==> src/rtl/vga_vblank_arbiter.sv <==
// Purpose: round-robin arbiter that lets N update engines own the shared game-state/pixel resource during VGA vertical blanking only.
// Latency: a request is granted one cycle after the arbiter enters ARB; a release/timeout drops gnt on the next edge, leaving one idle ARB cycle between grants.
// Backpressure: a requester holds req high until it is granted; each requester gets at most one grant per frame; grants are revoked on timeout or at the guard point before active video.
//
// Ports:
//   pixel_clk, reset         : pixel clock; asynchronous active-high reset
//   h_count, v_count         : sync generator counters
//   req, done                : level request and one-cycle release pulse per engine
//   gnt, grant_id, busy      : registered one-hot grant, its index (0 when idle), any grant active
//   frame_tick, timeout, preempt : one-cycle event pulses
module vga_vblank_arbiter #(
  parameter int N_REQ     = 4,
  parameter int H_TOTAL   = 800,
  parameter int V_ACTIVE  = 480,
  parameter int V_TOTAL   = 525,
  parameter int MAX_GRANT = 2048,
  parameter int GUARD     = 16
) (
  input  logic             pixel_clk,
  input  logic             reset,
  input  logic [9:0]       h_count,
  input  logic [9:0]       v_count,
  input  logic [N_REQ-1:0] req,
  input  logic [N_REQ-1:0] done,
  output logic [N_REQ-1:0] gnt,
  output logic [2:0]       grant_id,
  output logic             busy,
  output logic             frame_tick,
  output logic             timeout,
  output logic             preempt
);

  localparam int CW = $clog2(MAX_GRANT + 1);

  localparam logic [1:0] S_DISPLAY = 2'd0;
  localparam logic [1:0] S_ARB     = 2'd1;
  localparam logic [1:0] S_GRANTED = 2'd2;
  localparam logic [1:0] S_CLOSED  = 2'd3;

  logic [1:0]       state_q, state_d;
  logic [N_REQ-1:0] served_q, served_d;
  logic [2:0]       rr_q, rr_d;
  logic [CW-1:0]    cnt_q, cnt_d;
  logic [N_REQ-1:0] gnt_q, gnt_d;
  logic [2:0]       id_q, id_d;
  logic             frame_tick_q, frame_tick_d;
  logic             timeout_q, timeout_d;
  logic             preempt_q, preempt_d;

  logic             open_evt, close_evt;
  logic [N_REQ-1:0] elig;
  logic             pick_vld;
  logic [2:0]       pick_idx;
  logic             release_req;

  assign open_evt  = (v_count == 10'(V_ACTIVE)) && (h_count == 10'd0);
  assign close_evt = (v_count == 10'(V_TOTAL - 1)) && (h_count >= 10'(H_TOTAL - GUARD));

  assign elig = req & ~served_q;

  // Round-robin pick: the lowest eligible index above the pointer wins;
  // only if there is none does the search wrap to the lowest index at or
  // below the pointer. Descending loops let the lowest index overwrite last.
  always_comb begin
    pick_vld = 1'b0;
    pick_idx = 3'd0;
    for (int i = N_REQ - 1; i >= 0; i--) begin
      if (elig[i] && (3'(i) <= rr_q)) begin
        pick_vld = 1'b1;
        pick_idx = 3'(i);
      end
    end
    for (int i = N_REQ - 1; i >= 0; i--) begin
      if (elig[i] && (3'(i) > rr_q)) begin
        pick_vld = 1'b1;
        pick_idx = 3'(i);
      end
    end
  end

  // Masking with the one-hot grant selects done/req of the owner and
  // ignores pulses from anyone else.
  assign release_req = (|(done & gnt_q)) || !(|(req & gnt_q));

  always_comb begin
    state_d      = state_q;
    served_d     = served_q;
    rr_d         = rr_q;
    cnt_d        = cnt_q;
    gnt_d        = gnt_q;
    id_d         = id_q;
    frame_tick_d = 1'b0;
    timeout_d    = 1'b0;
    preempt_d    = 1'b0;

    case (state_q)
      S_DISPLAY: begin
        gnt_d = '0;
        id_d  = 3'd0;
        if (open_evt) begin
          frame_tick_d = 1'b1;
          served_d     = '0;
          state_d      = S_ARB;
        end
      end

      S_ARB: begin
        if (close_evt) begin
          state_d = S_CLOSED;
        end else if (pick_vld) begin
          gnt_d   = {{(N_REQ-1){1'b0}}, 1'b1} << pick_idx;
          id_d    = pick_idx;
          cnt_d   = '0;
          state_d = S_GRANTED;
        end
      end

      S_GRANTED: begin
        cnt_d = cnt_q + CW'(1);
        if (close_evt || release_req || (cnt_q == CW'(MAX_GRANT - 1))) begin
          served_d = served_q | gnt_q;
          rr_d     = id_q;
          gnt_d    = '0;
          id_d     = 3'd0;
          cnt_d    = '0;
          if (close_evt) begin
            preempt_d = 1'b1;
            state_d   = S_CLOSED;
          end else begin
            timeout_d = !release_req;
            state_d   = S_ARB;
          end
        end
      end

      default: begin
        gnt_d = '0;
        id_d  = 3'd0;
        if (v_count < 10'(V_ACTIVE)) state_d = S_DISPLAY;
      end
    endcase
  end

  always_ff @(posedge pixel_clk or posedge reset) begin
    if (reset) begin
      state_q      <= S_DISPLAY;
      served_q     <= '0;
      rr_q         <= 3'(N_REQ - 1);
      cnt_q        <= '0;
      gnt_q        <= '0;
      id_q         <= 3'd0;
      frame_tick_q <= 1'b0;
      timeout_q    <= 1'b0;
      preempt_q    <= 1'b0;
    end else begin
      state_q      <= state_d;
      served_q     <= served_d;
      rr_q         <= rr_d;
      cnt_q        <= cnt_d;
      gnt_q        <= gnt_d;
      id_q         <= id_d;
      frame_tick_q <= frame_tick_d;
      timeout_q    <= timeout_d;
      preempt_q    <= preempt_d;
    end
  end

  assign gnt        = gnt_q;
  assign grant_id   = id_q;
  assign busy       = |gnt_q;
  assign frame_tick = frame_tick_q;
  assign timeout    = timeout_q;
  assign preempt    = preempt_q;

endmodule

==> config.mk <==
export PLATFORM = sky130hd
export DESIGN_NAME = vga_vblank_arbiter
export DESIGN_NICKNAME = d
export VERILOG_FILES = /design/src/rtl/vga_vblank_arbiter.sv
export SDC_FILE = /design/constraint.sdc
export NUM_CORES = 1
export LEC_CHECK = 0
export ABC_AREA = 1
export BUFFER_PORTS_ARGS = -buffer_cell sky130_fd_sc_hd__buf_2
export CORE_ASPECT_RATIO = 1.75
export CORE_MARGIN = 3
export CORE_UTILIZATION = 45
export CTS_CLUSTER_DIAMETER = 100
export DETAILED_ROUTE_END_ITERATION = 16
export PLACE_DENSITY = 0.69
export SLEW_MARGIN = 30
export SYNTH_ARGS = -nofsm -noshare
export SYNTH_HDL_FRONTEND = slang
export SYNTH_SLANG_ARGS = --single-unit
==> constraint.sdc <==
create_clock -name pixel_clk -period 4.1 [get_ports pixel_clk]
set_input_delay 0.615 -clock pixel_clk [delete_from_list [all_inputs] [get_ports pixel_clk]]
set_output_delay 0.615 -clock pixel_clk [all_outputs]
set_load 0.1 [all_outputs]
==> out/results.txt, run 1 <==
status: finished clean
RePlAce Congestion: 0.880
CORE AREA: 3980 um^2
Worst path slowest cell: or4_1
post-route cell area: 2250 um^2
Worst R2R Start: cnt_q[0]$_DFFE_PP0P_
RSZ-0062 raised after global routing: false
most frequent cells in the layout: 91 x nand2_1, 39 x buf_2, 38 x inv_1
hold-fix buffers at CTS: 0
# diodes: 0
critical path class: reg -> out
Worst setup SP type: flip-flop
fmax: 466 MHz
CTS tree: yes
vias in the first global route: 1,884
Area Overhead vs Synth: 17.7%
initial antenna violation count: 0
post-synth cell types: 28
placed inst area: 2150 um^2
PnR worst setup slack: 1.95 ns
CTS Root Cell: clkbuf_8
layout cells sized above 1: 22.8%
synthesized area: 1910 um^2
pre-CTS setup slack: 2.14 ns
Congestion Overflow GR: 0
largest net degree at the start of global routing: 30
Slew Limit Fails: 0
vias per cell: 5.02
Setup TNS: 0 ns
multi-input gate area in the final layout: 990 um^2
Worst path top cell family by delay: simple AND/OR/NAND/NOR gates
Worst-path clk slew: 0.07 ns
antenna-violating nets left: 0
clk_lat worst skew: 0.28 ns
row count: 30
Iter 0 DRT Violations: 70
global-route wire length before repair: 8140 um
starting density of the core: 48.0%
Sequential Area: 728 um^2
crit-path max FO: 6
routed via count: 1,869
Power Total: 1.01 mW
final hold violations: 0
post-synthesis sequential area ratio: 38.1%
Mean Syn Cell Area: 6.85 um^2
Die Height: 92.2 um
WL per Instance: 12.4 um
Tightest Pin Transition: 0.597 ns
maxcap violations: 0
R2R depth: 8
DRT Pass-1 Iters: 4
H-tree Lvls: 2
Net Count, Synth: 310
R2R Setup Slk: 2.29 ns
Hold Path Class: in -> async
clock buffer depth: 2
cell count after synthesis: 279
Die ar.: 5090 um^2
Post-CTS Resized: 0
crit-path cells: or4_1, buf_2
Yosys warning count: 0
Leak Pwr: 1.23 nW
Slew HR: 59.9%
Worst EP required: 3.48 ns
PwrDens: 447 nW/um^2
minimum clock period: 2.15 ns
r2r endpoint: cnt_q[10]$_DFFE_PP0P_
Fill cells: 407
Setup Skew: 0.00532 ns
crit path capture type: output pin
commonest non-fill, non-tap cell in the layout: nand2_1
# setup viols final: 0
HPWL Detailed: 3690 um
Final #Nets: 354
Routed WL: 4610 um
Remaining DRCs: 0
Port Buffers: 39
FF+latch count, synth: 29
hold_ws: 0.399 ns
Setup Buffers After CTS: 0
CP bufs+invs: 1
Critical Path Max Stage Delay: 0.52 ns
io pins: 41
Die W: 55.3 um
CTS Sinks: 29
cts bufs inserted: 5
fin crit share: 52.3%
maximum vdd drop: 0.000335 V
total track usage: 19.8%
Arrival @ worst endpoint: 1.53 ns
-- registers in the layout (all words and copies together) (netlist names) --
register / count
cnt_q: 12
gnt: 4
served_q: 4
grant_id: 2
rr_q: 2
state_q: 2
frame_tick: 1
preempt: 1
timeout: 1
-- worst max path at each step --
stage / depth (start not counted) / start / slack [ns] / to
floorplan: 1 / gnt[0]$_DFFE_PP0P_ / 1.64 / busy
global route: 2 / gnt[0]$_DFFE_PP0P_ / 1.89 / busy
global placement: 9 / v_count[1] / 2.18 / cnt_q[10]$_DFFE_PP0P_
CTS: 2 / gnt[0]$_DFFE_PP0P_ / 1.95 / busy
finish: 2 / gnt[0]$_DFFE_PP0P_ / 1.95 / busy
detailed placement: 9 / v_count[1] / 2.14 / cnt_q[10]$_DFFE_PP0P_
-- report_power, final --
| part | internal [mW] | leakage, nW | switching [mW] |
|---|---|---|---|
| Combinational | 0.106 | 0.801 | 0.257 |
| Clock | 0.152 | 0.0542 | 0.112 |
| Sequential | 0.328 | 0.370 | 0.0500 |
| Total | 0.586 | 1.23 | 0.419 |
-- routing by layer --
layer | global-route usage [%] | part of all wire (%) | wire, um
met1 | 19.6 | 36 | 1660
met3 | 3.38 | 3.6 | 165
met2 | 38.5 | 57 | 2640
met5 | 0 | 0 | 0
met4 | 9.13 | 3.0 | 140
-- cells in the mapped netlist, drive strengths merged --
cell | instances | share of area (%)
nand2 | 95 | 19
inv | 41 | 8.1
nor2 | 39 | 10
dfrtp | 27 | 35
nand3 | 26 | 7.3
o21ai | 11 | 3.7
nand4 | 10 | 3.3
a21oi | 8 | 2.3
nor3 | 6 | 1.6
xor2 | 5 | 2.3
buf | 4 | 1.8
dfstp | 2 | 2.8
clkinv | 1 | 0.26
conb | 1 | 0.20
ha | 1 | 0.65
or2 | 1 | 0.33
or4 | 1 | 0.39
-- worst register-to-register path, stage by stage, from the launching register on --
cell and delay, ns:
dfrtp_1 0.45, ha_1 0.24, nand2_1 0.12, nor2_4 0.16
nand3_2 0.12, nand3_2 0.23, inv_1 0.20, nand3_1 0.14
o21ai_2 0.06
-- final cells by class --
type	count	area share [%]
Clock buffer	7	4.28
Clock inverter	1	0.223
Inverter	42	7.07
Multi-Input combinational cell	204	44.0
Sequential cell	29	32.4
Tap cell	48	2.67
Timing Repair Buffer	41	9.35
-- per-stage QoR --
| step | utilization [%] | instances |
|---|---|---|
| 6_report | 56.5 | 372 |
| 5_1_grt | 56.5 | 372 |
| 4_1_cts | 56.5 | 372 |
| 3_5_place_dp | 54.0 | 364 |
| 3_3_place_gp | 54.0 | 364 |
| 2_1_floorplan | - | 279 |
-- kinds of logic after synthesis --
| family | synth area share [%] |
|---|---|
| AND/OR/NAND/NOR | 42.7 |
| buffers and inverters | 10.1 |
| flip-flops | 38.1 |
| AO/OA/AOI/OAI | 5.96 |
| XOR/XNOR | 2.29 |
| adder cells (fa/ha/maj) | 0.655 |
| other | 0.196 |
No activity file was read; power rests on OpenSTA's default activity.
==> run 2: changes to the inputs <==
==> constraint.sdc (replaced) <==
create_clock -name pixel_clk -period 2 [get_ports pixel_clk]
set_input_delay 0.3 -clock pixel_clk [delete_from_list [all_inputs] [get_ports pixel_clk]]
set_output_delay 0.3 -clock pixel_clk [all_outputs]
set_load 0.1 [all_outputs]
==> run 2 against run 1 <==
Effect of this change:
- wire length shrank 0.20%
- critical endpoint unchanged
- clock power grew 100%
- power grew 110%
- sequential cell count is the same
- non-clock buffer count grew 2
- design area grew 1.4%
- worst hold slack lost 0.32 ns
- largest cell class unchanged
- final cell count grew 0.54%
- sequential power grew 100%
- register-to-register slack lost 1.9 ns
==> out/results.txt, run 2 (same netlist as run 1, synthesis figures left out) <==
Top reg by flops: cnt_q
PwrDens: 916 nW/um^2 (+100%)
fmax: 543 MHz
# setup viols final: 0 (unchanged)
total track usage: 19.2% (-0.58 points)
CTS Sinks: 29 (unchanged)
Area Overhead vs Synth: 19.3%
post-layout util: 57.3% (+0.79 points)
Critical Path Max Stage Delay: 0.53 ns (about the same)
HPWL Detailed: 3660 um (-0.69%)
RePlAce Congestion: 0.909 (+3.3%)
global-route wire length before repair: 7900 um (-2.9%)
Largest register FFs: 12 (unchanged)
Worst setup SP type: flip-flop
Hold Path Class: in -> async
Setup Skew: 0.00809 ns (+0.00277 ns)
clk_lat worst skew: 0.28 ns (about the same)
starting density of the core: 48.0% (unchanged)
crit-path max FO: 6 (unchanged)
Setup Buffers After CTS: 0 (unchanged)
Inst Count DP: 366 (+0.55%)
WL per Instance: 12.3 um (-0.73%)
fin cells: 374 (+0.54%)
maxcap violations: 0 (unchanged)
vias per cell: 4.94 (-1.7%)
CORE AREA: 3980 um^2 (unchanged)
Die Height: 92.2 um (unchanged)
layout cells sized above 1: 23.6% (+0.78 points)
routed via count: 1,848 (-1.1%)
Post-CTS Resized: 0 (unchanged)
Remaining DRCs: 0 (unchanged)
critical path class: reg -> out
Port Buffers: 39 (unchanged)
Leak Pwr: 1.24 nW (+1.0%)
Final #Nets: 356 (+0.56%)
antenna-violating nets left: 0 (unchanged)
Congestion Overflow GR: 0 (unchanged)
row count: 30 (unchanged)
Slew Limit Fails: 0 (unchanged)
Power Total: 2.09 mW (+110%)
Iter 0 DRT Violations: 63 (-10%)
initial antenna violation count: 0 (unchanged)
CTS tree: yes
RSZ-0062 raised after global routing: false
vias in the first global route: 1,870 (-0.74%)
status: finished clean
Worst EP required: 1.70 ns (-1.78 ns)
crit path capture type: output pin
hold-fix buffers at CTS: 0 (unchanged)
maximum vdd drop: 0.000690 V (+110%)
clock buffer depth: 2 (unchanged)
DRT Pass-1 Iters: 4 (unchanged)
largest net degree at the start of global routing: 30 (unchanged)
io pins: 41 (unchanged)
cts bufs inserted: 5 (unchanged)
CTS Root Cell: clkbuf_8
Routed WL: 4600 um (-0.20%)
Arrival @ worst endpoint: 1.54 ns (about the same)
commonest non-fill, non-tap cell in the layout: nand2_1
crit-path cells: or4_4, buf_2
# diodes: 0 (unchanged)
Setup TNS: 0 ns (unchanged)
fin crit share: 92.1%
Worst path slowest cell: or4_4
Die ar.: 5090 um^2 (unchanged)
Worst-path clk slew: 0.06 ns (about the same)
most frequent cells in the layout: 91 x nand2_1, 39 x buf_2, 38 x inv_1
Die W: 55.3 um (unchanged)
final hold violations: 0 (unchanged)
H-tree Lvls: 2 (unchanged)
minimum clock period: 1.84 ns
## run 2: cell count changes in the layout (fill, tap and decap cells not counted)
| cell | delta |
|---|---|
| buf_12 | +1 |
| buf_4 | +1 |
| or4_1 | -1 |
| or4_4 | +1 |
## run 2: critical path: cells and delay by family, from the launching register on
kind	cells	cell delay [ns]
and+or+nand+nor	1	0.53
DFF	1	0.43
buffers and inverters	1	0.30
## run 2: final timing paths
| check | start | to | slack [ns] | cells after the start |
|---|---|---|---|---|
| max | gnt[0]$_DFFE_PP0P_ | busy | 0.16 | 2 |
| min | reset | grant_id[1]$_DFFE_PP0P_ | 0.08 | 3 |
| max reg2reg | cnt_q[0]$_DFFE_PP0P_ | served_q[3]$_DFFE_PP0P_ | 0.40 | 8 |
| min reg2reg | rr_q[0]$_DFFE_PP1P_ | rr_q[0]$_DFFE_PP1P_ | 0.48 | 2 |
| max in group asynchronous | reset | rr_q[0]$_DFFE_PP1P_ | 1.60 | 3 |
| min in group pixel_clk | v_count[9] | state_q[1]$_DFFE_PP0P_ | 0.43 | 5 |
## run 2: final cells by class
class                   count  area [um^2]
multi-input cells         204          993
flip-flops and latches     29          728
well taps                  48         60.1
repair buffers             43          238
inverters                  42          159
clock buffers               7         96.3
fillers                   399         1700
clock inverters             1         5.00
## run 2: per-layer routing
metal	vias to the layer above	share of wire [%]	GRT usage, %
met5	-	0	0
met4	0	1.5	8.11
met3	8	3.0	4.08
met2	39	57	36.6
met1	837	38	19.6
li1	964	-	-
## run 2: stage by stage
step | cell area [um^2] | setup slack, ns | hold WS (ns)
CTS | 2280 | 0.149 | 0.0884
detailed placement | 2180 | 0.398 | 0.396
global placement | 2180 | 0.430 | 0.387
floorplan | 1910 | 0.0907 | 0.377
global route | 2280 | 0.104 | 0.111
finish | 2280 | 0.159 | 0.0810
## run 2: where the power goes
group | internal [mW] | switching (mW)
clock network | 0.310 | 0.221
logic | 0.247 | 0.543
registers | 0.673 | 0.0937
total | 1.23 | 0.857
==> run 3: changes to the inputs <==
==> constraint.sdc (replaced) <==
create_clock -name pixel_clk -period 2.19 [get_ports pixel_clk]
set_input_delay 0.3285 -clock pixel_clk [delete_from_list [all_inputs] [get_ports pixel_clk]]
set_output_delay 0.3285 -clock pixel_clk [all_outputs]
set_load 0.1 [all_outputs]
==> run 3 against run 2 <==
Effect of this change:
- combinational power is 13% lower
- clock-buffer cell count is 2 lower
- sequential cell count stayed put
- highest routed layer unchanged
- largest power group is now registers
- core utilization is 0.97 points lower
- clock power is 18% lower
- wire length is 2.7% lower
==> out/results.txt, run 3 (same netlist as run 1, synthesis figures left out) <==
status: finished clean
Worst-path clk slew: 0.07 ns (about the same)
# setup viols final: 0 (unchanged)
CTS Sinks: 29 (unchanged)
placed inst area: 2150 um^2 (-1.1%)
CTS Root Cell: clkbuf_8
commonest non-fill, non-tap cell in the layout: nand2_1
maximum vdd drop: 0.000586 V (-15%)
H-tree Lvls: 2 (unchanged)
clock buffer depth: 2 (unchanged)
initial antenna violation count: 0 (unchanged)
PwrDens: 812 nW/um^2 (-11%)
total track usage: 19.1% (-0.16 points)
post-layout util: 56.3% (-0.97 points)
Fill cells: 407 (+2.0%)
Setup TNS: 0 ns (unchanged)
Worst EP required: 1.86 ns (+0.16 ns)
Post-CTS Resized: 0 (unchanged)
maxcap violations: 0 (unchanged)
post-route cell area: 2240 um^2 (-1.7%)
fmax: 533 MHz
Hold Path Class: in -> async
Sequential Area: 728 um^2 (unchanged)
Setup Buffers After CTS: 0 (unchanged)
row count: 30 (unchanged)
Die ar.: 5090 um^2 (unchanged)
clk_lat worst skew: 0.29 ns (about the same)
Port Buffers: 39 (unchanged)
global-route wire length before repair: 7800 um (-1.3%)
Top reg by flops: cnt_q
minimum clock period: 1.87 ns
Worst setup SP type: flip-flop
HPWL Detailed: 3540 um (-3.3%)
CORE AREA: 3980 um^2 (unchanged)
Setup Skew: 0.0109 ns (+0.00281 ns)
Iter 0 DRT Violations: 66 (+4.8%)
Area Overhead vs Synth: 17.3%
RePlAce Congestion: 0.908 (about the same)
CTS tree: yes
antenna-violating nets left: 0 (unchanged)
Die Height: 92.2 um (unchanged)
Remaining DRCs: 0 (unchanged)
WL per Instance: 12.0 um (-2.4%)
layout cells sized above 1: 23.1% (-0.54 points)
Slew Limit Fails: 0 (unchanged)
crit path capture type: output pin
io pins: 41 (unchanged)
Routed WL: 4470 um (-2.7%)
Largest register FFs: 12 (unchanged)
# diodes: 0 (unchanged)
RSZ-0062 raised after global routing: false
critical path class: reg -> out
multi-input gate area in the final layout: 990 um^2 (-0.38%)
hold-fix buffers at CTS: 0 (unchanged)
Congestion Overflow GR: 0 (unchanged)
DRT Pass-1 Iters: 4 (unchanged)
Leak Pwr: 1.22 nW (-1.4%)
final hold violations: 0 (unchanged)
Arrival @ worst endpoint: 1.55 ns (about the same)
Final #Nets: 355 (-0.28%)
fin crit share: 85.6%
cts bufs inserted: 5 (unchanged)
vias per cell: 4.95 (+0.21%)
routed via count: 1,847 (-0.054%)
largest net degree at the start of global routing: 30 (unchanged)
Die W: 55.3 um (unchanged)
crit-path max FO: 6 (unchanged)
vias in the first global route: 1,781 (-4.8%)
R2R Setup Slk: 0.46 ns (+0.06 ns)
starting density of the core: 48.0% (unchanged)
most frequent cells in the layout: 91 x nand2_1, 39 x buf_2, 38 x inv_1
[run 3: changes by cell type in the layout (fill, tap and decap cells not counted), sizes merged]
| cell | previous run | this run |
|---|---|---|
| clkinv | 2 | 3 |
| clkbuf | 7 | 5 |
| buf | 43 | 42 |
| clkinvlp | 0 | 1 |
[run 3: final timing paths]
kind	from	to	depth (start not counted)
min in group pixel_clk	v_count[9]	state_q[1]$_DFFE_PP0P_	5
worst min-delay path	reset	grant_id[1]$_DFFE_PP0P_	3
worst max-delay path	gnt[0]$_DFFE_PP0P_	busy	2
worst min register to register	rr_q[0]$_DFFE_PP1P_	rr_q[0]$_DFFE_PP1P_	2
max in group asynchronous	reset	rr_q[0]$_DFFE_PP1P_	3
worst max register to register	cnt_q[0]$_DFFE_PP0P_	cnt_q[5]$_DFFE_PP0P_	8
[run 3: per-stage QoR]
step / total power, mW / hold slack [ns] / setup slack (ns) / cells
detailed placement: 1.39 / 0.419 / 0.453 / 365
finish: 1.82 / 0.0965 / 0.315 / 373
floorplan: 1.25 / 0.405 / 0.0136 / 279
CTS: 1.84 / 0.106 / 0.298 / 373
global placement: 1.39 / 0.414 / 0.520 / 365
global route: 1.95 / 0.141 / 0.224 / 373
[run 3: power breakdown]
part	switching [mW]	total (mW)	leakage (nW)	internal, mW
Clock	0.216	0.434	0.0439	0.219
Combinational	0.485	0.684	0.806	0.199
Sequential	0.0873	0.702	0.370	0.615
Total	0.788	1.82	1.22	1.03
[run 3: layout make-up]
class / count / share of cell area (%)
tap: 48 / 2.68
inverter: 42 / 7.09
clock buffer: 5 / 3.07
clock inverter: 3 / 0.782
multi-input combinational: 204 / 44.2
sequential: 29 / 32.5
timing repair buffer: 42 / 9.72
[run 3: worst max-delay path, stage by stage (launching register included)]
cell and delay, ns:
dfrtp_1 0.44, or4_1 0.52, buf_2 0.30
[run 3: layer usage]
| layer | GRT usage [%] | share of wire [%] | vias up |
|---|---|---|---|
| met3 | 4.08 | 3.8 | 8 |
| li1 | - | - | 966 |
| met2 | 35.8 | 57 | 39 |
| met4 | 8.32 | 1.7 | 0 |
| met5 | 0 | 0 | - |
| met1 | 19.8 | 38 | 834 |
